### config.mk
export PLATFORM = sky130hd
export DESIGN_NAME = tri_bus_arbiter
export DESIGN_NICKNAME = d
export VERILOG_FILES = /design/src/rtl/tri_bus_arbiter.sv
export SDC_FILE = /design/constraint.sdc
export NUM_CORES = 1
export LEC_CHECK = 0
export CAP_MARGIN = 20
export CORE_MARGIN = 2
export CORE_UTILIZATION = 25
export DETAILED_ROUTE_END_ITERATION = 8
export PLACE_DENSITY = 0.4
export SLEW_MARGIN = 40
export SYNTH_ARGS = -nofsm -noshare
export SYNTH_HDL_FRONTEND = slang
export SYNTH_SLANG_ARGS = --single-unit
### constraint.sdc
create_clock -name iClk -period 3.95 [get_ports iClk]
set_input_delay 0.79 -clock iClk [delete_from_list [all_inputs] [get_ports iClk]]
set_output_delay 0.79 -clock iClk [all_outputs]
set_load 0.005 [all_outputs]
### src/rtl/tri_bus_arbiter.sv
// tri_bus_arbiter: round-robin enable generator for a shared tri-state bus, with a turnaround gap between owners.
// Define ARB_TIMEOUT_EN to build the MAX_HOLD ownership limit with forced release and the oTimeout pulse.
module tri_bus_arbiter #(
    parameter int unsigned N_REQ       = 4,
    parameter int unsigned TURN_CYCLES = 1,
    parameter int unsigned MAX_HOLD    = 16
) (
    input  logic                     iClk,
    input  logic                     iRst_n,
    input  logic [N_REQ-1:0]         iReq,
    output logic [N_REQ-1:0]         oEna,
    output logic [$clog2(N_REQ)-1:0] oGntIdx,
    output logic                     oBusValid,
    output logic                     oBusy,
    output logic                     oTimeout
);
    localparam int unsigned IDX_W  = $clog2(N_REQ);
    localparam int unsigned SUM_W  = IDX_W + 1;
    localparam int unsigned TURN_W = 4;
    localparam int unsigned HOLD_W = 8;

    localparam logic [1:0] S_IDLE  = 2'd0;
    localparam logic [1:0] S_GRANT = 2'd1;
    localparam logic [1:0] S_TURN  = 2'd2;

    logic [1:0]        state_q, state_d;
    logic [N_REQ-1:0]  ena_q, ena_d;
    logic [IDX_W-1:0]  gnt_idx_q, gnt_idx_d;
    logic              bus_valid_q, bus_valid_d;
    logic              busy_q, busy_d;
    logic              timeout_q, timeout_d;
    logic [IDX_W-1:0]  ptr_q, ptr_d;
    logic [TURN_W-1:0] turn_cnt_q, turn_cnt_d;

    logic              win_found;
    logic [IDX_W-1:0]  win_idx;
    logic [IDX_W-1:0]  cand;
    logic [N_REQ-1:0]  cand_sh;
    logic [N_REQ-1:0]  owner_sh;
    logic              owner_req;
    logic              release_req;
    logic              turn_last;
    logic              arb_now;

    // (base + off) mod N_REQ, valid for any N_REQ since base, off < N_REQ
    function automatic logic [IDX_W-1:0] wrap_add(input logic [IDX_W-1:0] base,
                                                  input logic [SUM_W-1:0] off);
        logic [SUM_W-1:0] sum;
        sum = SUM_W'(base) + off;
        if (sum >= SUM_W'(N_REQ)) sum = sum - SUM_W'(N_REQ);
        return IDX_W'(sum);
    endfunction

    // Lowest-offset requester at or after the rr pointer; loop runs downward so the nearest wins
    always_comb begin
        win_found = 1'b0;
        win_idx   = '0;
        cand      = '0;
        cand_sh   = '0;
        for (int i = int'(N_REQ) - 1; i >= 0; i--) begin
            cand    = wrap_add(ptr_q, SUM_W'(i));
            cand_sh = iReq >> cand;
            if (cand_sh[0]) begin
                win_found = 1'b1;
                win_idx   = cand;
            end
        end
    end

    assign owner_sh  = iReq >> gnt_idx_q;
    assign owner_req = owner_sh[0];
    assign turn_last = (turn_cnt_q == TURN_W'(TURN_CYCLES - 1));
    assign arb_now   = (state_q != S_GRANT) && ((state_q != S_TURN) || turn_last);

`ifdef ARB_TIMEOUT_EN
    logic [HOLD_W-1:0] hold_cnt_q, hold_cnt_d;
    logic              hold_expired;

    assign hold_expired = (hold_cnt_q == HOLD_W'(MAX_HOLD - 1));
    assign release_req  = !owner_req || hold_expired;
`else
    logic unused_max_hold;

    assign unused_max_hold = ^HOLD_W'(MAX_HOLD);
    assign release_req     = !owner_req;
`endif

    always_comb begin
        state_d     = state_q;
        ena_d       = ena_q;
        gnt_idx_d   = gnt_idx_q;
        bus_valid_d = bus_valid_q;
        busy_d      = busy_q;
        timeout_d   = 1'b0;
        ptr_d       = ptr_q;
        turn_cnt_d  = turn_cnt_q;
`ifdef ARB_TIMEOUT_EN
        hold_cnt_d  = hold_cnt_q;
`endif
        case (state_q)
            S_GRANT: begin
`ifdef ARB_TIMEOUT_EN
                hold_cnt_d = hold_cnt_q + HOLD_W'(1);
`endif
                if (release_req) begin
                    state_d     = S_TURN;
                    ena_d       = '0;
                    bus_valid_d = 1'b0;
                    ptr_d       = wrap_add(gnt_idx_q, SUM_W'(1));
                    turn_cnt_d  = '0;
`ifdef ARB_TIMEOUT_EN
                    timeout_d   = owner_req && hold_expired;
`endif
                end
            end
            S_TURN: begin
                if (!turn_last) turn_cnt_d = turn_cnt_q + TURN_W'(1);
            end
            default: ;
        endcase

        // Shared arbitration point for IDLE and the final TURN cycle
        if (arb_now) begin
            if (win_found) begin
                state_d     = S_GRANT;
                ena_d       = N_REQ'(1) << win_idx;
                gnt_idx_d   = win_idx;
                bus_valid_d = 1'b1;
                busy_d      = 1'b1;
`ifdef ARB_TIMEOUT_EN
                hold_cnt_d  = '0;
`endif
            end else begin
                state_d = S_IDLE;
                busy_d  = 1'b0;
            end
        end
    end

    always_ff @(posedge iClk or negedge iRst_n) begin
        if (!iRst_n) begin
            state_q     <= S_IDLE;
            ena_q       <= '0;
            gnt_idx_q   <= '0;
            bus_valid_q <= 1'b0;
            busy_q      <= 1'b0;
            timeout_q   <= 1'b0;
            ptr_q       <= '0;
            turn_cnt_q  <= '0;
`ifdef ARB_TIMEOUT_EN
            hold_cnt_q  <= '0;
`endif
        end else begin
            state_q     <= state_d;
            ena_q       <= ena_d;
            gnt_idx_q   <= gnt_idx_d;
            bus_valid_q <= bus_valid_d;
            busy_q      <= busy_d;
            timeout_q   <= timeout_d;
            ptr_q       <= ptr_d;
            turn_cnt_q  <= turn_cnt_d;
`ifdef ARB_TIMEOUT_EN
            hold_cnt_q  <= hold_cnt_d;
`endif
        end
    end

    assign oEna      = ena_q;
    assign oGntIdx   = gnt_idx_q;
    assign oBusValid = bus_valid_q;
    assign oBusy     = busy_q;
    assign oTimeout  = timeout_q;

endmodule

Word level (Yosys, flattened, before mapping)
Index checks and enable logic that the tools add are counted.
{ "word_totals": {"reg_bits": 16, "in_bits": 6, "output_inout_bits": 9} }
{ "classes": {"add_sub_neg": 10, "order_cmp": 5, "n_eq_ne": 7, "shift": 6, "mux": 29, "bitwise": 1, "n_reduce_logical": 9} }
{ "op_table": {"columns": ["op", "count"], "rows": [
  ["2-to-1 mux 2 bit", 12],
  ["2-to-1 mux 4 bit", 6],
  ["right shift 4 x 2 -> 1 bit", 5],
  ["greater-or-equal comparator 3 bit, second input constant", 4],
  ["2-to-1 mux 1 bit", 10],
  ["subtractor 2 x 1 -> 2 bit, second input constant", 5],
  ["one-hot mux 4 bit (2 select lines)", 1],
  ["adder 2 x 1 -> 3 bit, second input constant", 2],
  ["adder 2 x 2 -> 3 bit, second input constant", 2],
  ["!= test 2 bit, second input constant", 3],
  ["AND reduction 2 bit", 3],
  ["adder 4 x 1 -> 4 bit, second input constant", 1],
  ["zero test 4 bit", 1],
  ["!= test 2 x 1 -> 1 bit, second input constant", 2],
  ["nonzero test 2 bit", 2],
  ["<< shifter 1 x 2 -> 4 bit, first input constant", 1],
  ["greater-or-equal comparator 2 x 3 -> 1 bit, second input constant", 1],
  ["AND reduction 3 bit", 1],
  ["equality test 2 x 1 -> 1 bit, second input constant", 1],
  ["equality test 2 bit, second input constant", 1],
  ["logical AND 1 bit", 1],
  ["logical OR 1 bit", 1],
  ["inverter 1 bit", 1]
]} }

Logic depth before layout (Yosys ltp)
Gate-level depths: netlist of run 1.
{ "depth": {"depth_word": 11, "depth_mapped": 6} }

Least setup slack after synthesis of run 1
OpenSTA, ideal clock, no wires.
{ "synth_timing": {"path_type": "in2reg", "start": "input iReq[1]", "end": "register turn_cnt_q[0]", "t_arrival_ps": 2120, "setup_slack_ps": 1727, "cell_stages": 5, "path_cell_list": "buf_2 > mux4_2 > a21o_1 > or4_1 > o311ai_1"} }
{ "synth_via": {"elab_chain_cells": 3} }
{ "synth_lines": {"columns": ["item", "line", "rtl"], "rows": [
  ["start, declared", "10", "input logic [N_REQ-1:0] iReq,"],
  ["right shift 4 x 2 -> 1 bit", "70", "assign owner_sh = iReq >> gnt_idx_q;"],
  ["!= test 2 bit (no source line)", null, null],
  ["AND reduction 3 bit (no source line)", null, null],
  ["end signal, assigned", "161", "turn_cnt_q <= turn_cnt_d;"],
  ["end, declared", "33", "logic [TURN_W-1:0] turn_cnt_q, turn_cnt_d;"]
]} }
Every way passes these cells.
A chain may end at the register's enable or synchronous reset.

Worst setup path in the final report of run 1
{ "layout_timing": {"start": "input iReq[2]", "end": "register turn_cnt_q[0]"} }
Same word-level chain as after synthesis.

==> results.json, run 1 <==
{
  "cts_resized": 0,
  "fin_setup_tns_ps": 0,
  "synth.top_cell.area_share_pct": 41.08,
  "htreeDepth": 1,
  "synth_top_cell_by_area": "dfrtp_1",
  "grt_usage_pct": 12.15,
  "num_rows": 22,
  "synth_top_family_by_area": "compound AO/OA/AOI/OAI gates",
  "synthAdderAreaFrac_pct": 5.135,
  "crit_arrival_ps": 2740,
  "cts_tree": "done",
  "critPathRequiredTime_ps": 4100,
  "reg2regPathDepth": 6,
  "critPathKind": "input port to flop",
  "core-area_mm2": 0.003716,
  "ff2ff_setup_slack_ps": 1800,
  "cap_violations": 0,
  "post-place-ws_ps": 1123,
  "initial_core_util_pct": 26.23,
  "yosys_warnings": 0,
  "yosys-top-cells-area": "dfrtp_1 41%, ha_1 5.1%, o21ai_0 5.1%, a21oi_1 4.6%, inv_1 3.9%",
  "hold_class": "input port to async pin",
  "vias_per_cell": 4.909,
  "grt_first_pass_wirelength_um": 4043,
  "internal_power_w": 0.0004458,
  "hold_violations": 0,
  "synth_compound_area_share_pct": 25.29,
  "clk_path_buf_depth": 2,
  "peakVddDrop_mv": 0.2331,
  "wl_per_cell_um": 13.87,
  "combinationalPowerShare_pct": 45.1,
  "clock_latency_ps": 250,
  "fin_ws_ps": 1353,
  "grt_max_degree": 17,
  "cts_root_buf": "clkbuf_8",
  "path_max_fanout": 11,
  "ys_ff_latch": 16,
  "drive_gt1_share_pct": 5.128,
  "cp-endpoint": "turn_cnt_q[0]",
  "cellLeakagePower_nw": 0.4808,
  "num_antenna_cells": 0,
  "layout_common_cells": "16 x dfrtp_1, 12 x clkdlybuf4s50_1, 10 x inv_1, 10 x o21ai_0, 9 x a21oi_1",
  "pin_count": 15,
  "finalCritPeriodShare_pct": 65.74,
  "areaGrowthSynthToFinish_pct": 18.87,
  "gp_congestion": 0.7662,
  "syn_inst": 109,
  "drt_wl_total_um": 2289,
  "ant_nets": 0,
  "num_vias": 810,
  "min_period_ps": 2597,
  "drtIter0Drc": 25,
  "pwr-share-clk_pct": 17.0,
  "r2r-start": "turn_cnt_q[0]",
  "syn_nets": 119,
  "die_y_um": 66.44,
  "cts_buffers": 3,
  "grt_pass1_vias": 769,
  "overflow": 0,
  "powerDensity_mw_per_mm2": 635.8,
  "relSlewSlack_pct": 52.19,
  "grt_antenna_before_repair": 0,
  "final_common_cell": "dfrtp_1",
  "hold_buffers": 0,
  "regToRegEndpoint": "oEna[2]",
  "syn_area_per_cell_um2": 8.942,
  "drc": 0,
  "synthMuxAreaShare_pct": 3.338,
  "skew_ps": 3.131,
  "design_power_total_w": 0.0007367,
  "syn_area_um2": 974.7,
  "layout.nets": 129,
  "fmax_ghz": 0.3851,
  "first_pass_iters": 4,
  "synth-xor-area-share_pct": 0.8986,
  "worst_slew_pin_slew_ps": 714.0,
  "die-area_mm2": 0.004414,
  "die_x_um": 66.44,
  "setup_violations": 0,
  "startpoint": "iReq[2]",
  "yosys.area_share.simple_pct": 15.66,
  "portBuffers": 13,
  "start_kind": "input port",
  "rsz0062_at_grt": "false",
  "ys_types": 33,
  "crit_path_end_kind": "flop",
  "yosysSeqAreaShare_pct": 41.08,
  "clk_pin_slew_ps": 70,
  "cts_sinks": 16,
  "seq_power_share_pct": 37.9,
  "dpl.cell_count": 162,
  "place_hpwl_um": 1581,
  "fin_cells": 165,
  "maxSlewViolCount": 0,
  "status": "completed",
  "post-cts-setup-buffer-count": 0,
  "p_sw_w": 0.0002909,
  "switching_share_pct": 39.48
}
[worst min-delay path by stage]
stage | start | slack [ps] | endpoint | depth (start not counted)
finish | iRst_n | 460 | ptr_q[0] | 1
CTS | oBusValid | 490 | oBusValid | 2
global placement | oBusValid | 470 | oBusValid | 2
detailed placement | oBusValid | 470 | oBusValid | 2
global route | iRst_n | 480 | ptr_q[0] | 1
floorplan | oBusValid | 470 | oBusValid | 2
[cell usage after synthesis]
library cell	instances
a21boi_0	1
a21o_1	2
a21oi_1	9
a22o_1	1
a32o_1	1
buf_2	1
buf_4	1
buf_6	1
clkbuf_1	5
conb_1	1
dfrtp_1	16
ha_1	4
inv_1	10
mux2i_1	1
mux4_2	1
nand2_1	8
nand2b_1	3
nand3_1	6
nor2_1	3
nor2b_1	3
nor3_1	1
nor3b_1	1
o211ai_1	3
o21ai_0	10
o221ai_1	2
o22a_1	1
o22ai_1	3
o2bb2ai_1	3
o311ai_1	1
o31ai_1	1
or3b_2	1
or4_1	3
xor2_1	1
[layout make-up]
type	instances	area, µm²
Fill cell	395	2557
Multi-Input combinational cell	75	494.2
Sequential cell	16	400.4
Timing Repair Buffer	13	125.1
Tap cell	48	60.06
Clock buffer	3	41.29
Inverter	10	37.54
[power by group through the flow]
stage                     registers, W  clock network, W  logic (W)
after global routing          0.000292          0.000138   0.000380
final                         0.000279          0.000125   0.000332
after global placement        0.000284                 0   0.000336
after floorplan               0.000252                 0   0.000236
after detailed placement      0.000283                 0   0.000335
after CTS                     0.000281          0.000129   0.000340
[metal layers]
metal	share of wire [%]	GRT usage [%]
met2	39	15.75
met5	0	0
met4	1.9	5.357
met1	54	18.93
met3	4.3	2.215
[flip-flops by register name, summed over array words and instances (netlist names)]
signal and count:
ptr_q 2, oBusy 1, state_q 2, oGntIdx 2, oBusValid 1, oEna 4
turn_cnt_q 4
[worst max-delay path, cell delays in order]
cell             delay [ps]
clkdlybuf4s50_1         600
mux4_2                  560
a21o_1                  280
or4_1                   430
o311ai_1                 90
[stage by stage]
stage          utilization, %  hold slack [ps]  instance area, µm²
6_report                31.18            458.3                1159
5_1_grt                 31.18            482.2                1159
4_1_cts                 31.31            491.6                1164
3_5_place_dp            30.20            468.0                1122
3_3_place_gp            30.20            470.5                1122
2_1_floorplan               -            471.1               974.7
[cells by family (layout without fill, tap and decap cells)]
| kind of cell | Yosys count | count (layout) |
|---|---|---|
| adder cells (fa/ha/maj) | 4 | 4 |
| multiplexers | 2 | 2 |
| flip-flops | 16 | 16 |
| other | 1 | 1 |
| AO/OA/AOI/OAI | 38 | 38 |
| buffers and inverters | 18 | 26 |
| XOR/XNOR | 1 | 1 |
| AND/OR/NAND/NOR | 29 | 29 |
Power figures use the tool's default switching activity.
==> inputs of run 2 (changes only) <==
Clock period 3.95 ns to 2.4 ns, I/O delays scaled along.
==> run 2 against run 1 <==
  * Critical endpoint unchanged
  * Cell area rose by 5.6%
  * Highest routed layer unchanged
  * Non-clock buffer count rose by 8
  * Count of clock-buffer cells in the layout did not move
  * Clock power rose by 60%
  * Via count rose by 3.0%
==> results.json, run 2 (synthesis gave the netlist of run 1 again) <==
{
  "ff2ff_setup_slack_ps": 470,
  "final_common_cell": "dfrtp_1",
  "startpoint": "iReq[0]",
  "place_hpwl_um": 1677,
  "reg2regPathDepth": 6,
  "powerDensity_mw_per_mm2": 1037,
  "status": "completed",
  "htreeDepth": 1,
  "fin_setup_tns_ps": 0,
  "fmax_ghz": 0.4879,
  "ant_nets": 0,
  "start_kind": "input port",
  "finalCritPeriodShare_pct": 85.41,
  "hold_buffers": 0,
  "rsz0062_at_grt": "false",
  "areaGrowthSynthToFinish_pct": 25.55,
  "holdWs_ps": 484.8,
  "hold_violations": 0,
  "cts_sinks": 16,
  "min_period_ps": 2050,
  "wl_per_cell_um": 13.29,
  "maxSlewViolCount": 0,
  "vias_per_cell": 4.821,
  "drc": 0,
  "crit_path_end_kind": "flop",
  "drt_wl_total_um": 2299,
  "critPathRequiredTime_ps": 2550,
  "r2r-start": "turn_cnt_q[0]",
  "cap_violations": 0,
  "gp_congestion": 0.7079,
  "portBuffers": 13,
  "num_antenna_cells": 0,
  "post-cts-setup-buffer-count": 0,
  "die-area_mm2": 0.004414,
  "peakVddDrop_mv": 0.5771,
  "hold_depth": 1,
  "skew_ps": 9.582,
  "drive_gt1_share_pct": 10.40,
  "pin_count": 15,
  "die_y_um": 66.44,
  "grt_antenna_before_repair": 0,
  "clock_latency_ps": 250,
  "cts_buffers": 3,
  "layout.nets": 137,
  "drtIter0Drc": 47,
  "cts_resized": 0,
  "design_power_total_w": 0.001268,
  "hold_class": "flop to flop",
  "num_rows": 22,
  "grt_usage_pct": 11.94,
  "die_x_um": 66.44,
  "clk_pin_slew_ps": 70,
  "initial_core_util_pct": 26.23,
  "crit_arrival_ps": 2200,
  "critPathKind": "input port to flop",
  "grt_first_pass_wirelength_um": 3974,
  "num_vias": 834,
  "cts_tree": "done",
  "grt_pass1_vias": 818,
  "setup_violations": 0,
  "path_max_fanout": 5,
  "grt_max_degree": 17,
  "core-area_mm2": 0.003716,
  "cp-endpoint": "turn_cnt_q[0]",
  "layout_common_cells": "16 x dfrtp_1, 13 x clkdlybuf4s50_1, 10 x inv_1, 10 x o21ai_0, 9 x a21oi_1",
  "overflow": 0,
  "cellLeakagePower_nw": 0.5190,
  "clk_path_buf_depth": 2,
  "cts_root_buf": "clkbuf_8",
  "first_pass_iters": 4,
  "regToRegEndpoint": "oEna[2]"
}
[run 2: how the worst min path moves through the flow]
stage                     startpoint         to  slack [ps]
after floorplan               iRst_n  oBusValid         180
after global placement       oEna[3]    oEna[3]         480
final                        oEna[3]    oEna[3]         480
after CTS                    oEna[3]    oEna[3]         490
after detailed placement     oEna[0]    oEna[0]         480
after global routing         oEna[2]    oEna[2]         530
[run 2: per-stage QoR]
step | instance area [µm²] | util [%] | setup WS (ps) | instances
after CTS | 1224 | 32.93 | 369.4 | 173
after global placement | 1182 | 31.82 | 160.9 | 170
after floorplan | 974.7 | - | 486.6 | 109
final | 1224 | 32.93 | 350.3 | 173
after global routing | 1224 | 32.93 | 245.9 | 173
after detailed placement | 1182 | 31.82 | 118.9 | 170
[run 2: layout make-up]
type	count	area, µm²
Clock buffer	3	41.29
Inverter	10	37.54
Timing Repair Buffer	21	190.2
Sequential cell	16	400.4
Tap cell	48	60.06
Fill cell	420	2492
Multi-Input combinational cell	75	494.2
[run 2: critical path, cell delays in order]
cell and delay, ps:
clkdlybuf4s50_1 460, mux4_2 520, a21o_1 240, or4_1 400, o311ai_1 90
[run 2: layer usage]
layer	GRT usage, %	vias up	wire, µm
li1	-	422	-
met1	16.70	395	1178
met2	17.75	15	989
met3	4.089	2	112
met4	2.296	0	20
met5	0	-	0
[run 2: report_power, final]
group          internal [W]  switching [W]
Combinational      0.000312       0.000301
Sequential         0.000360      0.0000955
Clock              0.000111      0.0000892
Total              0.000783       0.000485
==> inputs of run 3 (changes only) <==
Settings changed: RECOVER_POWER set to 25, SETUP_SLACK_MARGIN set to 0.4.
==> run 3 against run 2 <==
  * Via count rose by 0.96%
  * Maximum frequency grew 4.4%
  * Register-to-register slack gained 30 ps
  * Die area unchanged
  * Global-route usage is 0.071 points higher
  * Sequential power barely moved
  * Critical endpoint unchanged
  * Largest cell class unchanged
==> results.json, run 3 (synthesis gave the netlist of run 1 again) <==
{
  "rsz0062_at_grt": "true",
  "grt_antenna_before_repair": 0,
  "skew_ps": 10.83,
  "hp-start": "oEna[3]",
  "layout.nets": 139,
  "cts_root_buf": "clkbuf_8",
  "core-area_mm2": 0.003716,
  "status": "completed",
  "slowest_stage": "mux4_2",
  "die-area_mm2": 0.004414,
  "num_antenna_cells": 0,
  "clk_path_buf_depth": 2,
  "crit_chain": "clkdlybuf4s50_1, mux4_2, a21o_1, or4_1, o311ai_2",
  "combinationalPowerShare_pct": 49.9,
  "hold_violations": 0,
  "switching_share_pct": 37.97,
  "first_pass_iters": 4,
  "drive_gt1_share_pct": 13.39,
  "crit_buf_inv": 1,
  "crit_path_end_kind": "flop",
  "grt_usage_pct": 12.01,
  "drt_wl_total_um": 2336,
  "wl_per_cell_um": 13.35,
  "gp_congestion": 0.7079,
  "place_area_mm2": 0.001182,
  "worst_slew_pin_slew_ps": 932.3,
  "ant_nets": 0,
  "cts_tree": "done",
  "pwr-share-clk_pct": 15.3,
  "startpoint": "iReq[2]",
  "fmax_ghz": 0.5094,
  "path_max_fanout": 5,
  "crit_arrival_ps": 2120,
  "clk_pin_slew_ps": 70,
  "finalCritPeriodShare_pct": 81.80,
  "cap_violations": 0,
  "p_sw_w": 0.0004983,
  "cts_sinks": 16,
  "num_rows": 22,
  "overflow": 0,
  "r2r-start": "oGntIdx[1]",
  "start_kind": "input port",
  "powerDensity_mw_per_mm2": 1044,
  "drtIter0Drc": 35,
  "pin_count": 15,
  "peakVddDrop_mv": 0.5851,
  "initial_core_util_pct": 26.23,
  "grt_max_degree": 17,
  "design_area_mm2": 0.001257,
  "internal_power_w": 0.0008140,
  "die_y_um": 66.44,
  "critPathRequiredTime_ps": 2550,
  "maxSlewViolCount": 0,
  "fin_setup_tns_ps": 0,
  "n_fill_cell": 412,
  "grt_pass1_vias": 824,
  "hold_buffers": 0,
  "min_period_ps": 1963,
  "areaGrowthSynthToFinish_pct": 29.01,
  "holdWs_ps": 484.9,
  "slowest_delay_ps": 490,
  "drc": 0,
  "grt_first_pass_wirelength_um": 3981,
  "setup_violations": 0,
  "cts_buffers": 3,
  "cellLeakagePower_nw": 0.5550,
  "htreeDepth": 1,
  "portBuffers": 13,
  "layout_common_cells": "16 x dfrtp_1, 10 x inv_1, 10 x o21ai_0, 9 x clkdlybuf4s50_1, 9 x buf_4",
  "relSlewSlack_pct": 37.85,
  "hold_class": "flop to flop",
  "place_hpwl_um": 1677,
  "path_delay_family": "multiplexers",
  "die_x_um": 66.44,
  "seq_power_share_pct": 34.7,
  "vias_per_cell": 4.811,
  "clock_latency_ps": 250,
  "final_common_cell": "dfrtp_1",
  "num_vias": 842,
  "critPathKind": "input port to flop"
}
[run 3: changes by cell type in the layout (fill, tap and decap cells not counted)]
cell             delta
o311ai_2            +1
a21oi_2             +2
dlymetal6s2s_1      +3
buf_4               +1
dlygate4sd3_1       +1
clkdlybuf4s50_1     -4
o311ai_1            -1
a21oi_1             -2
clkbuf_1            +1
[run 3: area by class of cell]
type                    count  area (µm²)  share of cell area (%)
repair buffers             23       209.0                   16.62
flip-flops and latches     16       400.4                   31.84
clock buffers               3       41.29                   3.284
well taps                  48       60.06                   4.776
inverters                  10       37.54                   2.985
multi-input cells          75       509.2                   40.50
[run 3: layer usage]
layer | vias up | global-route usage [%] | wire [µm]
met4 | 0 | 2.296 | 19
met2 | 16 | 18.00 | 1036
met3 | 2 | 4.089 | 113
met5 | - | 0 | 0
li1 | 425 | - | -
met1 | 399 | 16.70 | 1166
[run 3: worst register-to-register path, delay by kind of cell (launching register included)]
kind / cells / cell delay (ps)
multiplexers: 1 / 580
flip-flops: 1 / 500
AND/OR/NAND/NOR: 1 / 420
AO/OA/AOI/OAI: 2 / 300
[run 3: power groups by stage]
stage	clock (W)	combinational (W)	sequential [W]
final	0.000201	0.000655	0.000456
after global routing	0.000221	0.000746	0.000472
after CTS	0.000210	0.000629	0.000457
after detailed placement	0	0.000610	0.000461
after global placement	0	0.000621	0.000462
after floorplan	0	0.000388	0.000415
[run 3: through the flow]
| stage | setup WS (ps) | util [%] | instances | total power [W] |
|---|---|---|---|---|
| floorplan | 486.6 | - | 109 | 0.0008032 |
| global placement | 160.9 | 31.82 | 170 | 0.001083 |
| detailed placement | 118.9 | 31.82 | 170 | 0.001071 |
| CTS | 400.9 | 33.13 | 174 | 0.001297 |
| global route | 365.2 | 33.84 | 175 | 0.001439 |
| finish | 436.8 | 33.84 | 175 | 0.001312 |
[run 3: final timing paths]
kind | endpoint | slack, ps | cells after the start
max | turn_cnt_q[0] | 440 | 5
min | oEna[3] | 480 | 1
max reg2reg | turn_cnt_q[0] | 500 | 4
min reg2reg | oEna[3] | 480 | 1
max in group asynchronous | oEna[0] | 940 | 2
min in group asynchronous | ptr_q[0] | 880 | 2
[run 3: repair_timing]
action	4_1_cts	5_1_grt
setup endpoints to repair	1	7
endpoints found under the hold margin	0	0
pin swaps	1	0
buffers inserted	1	1
resized for setup	0	6
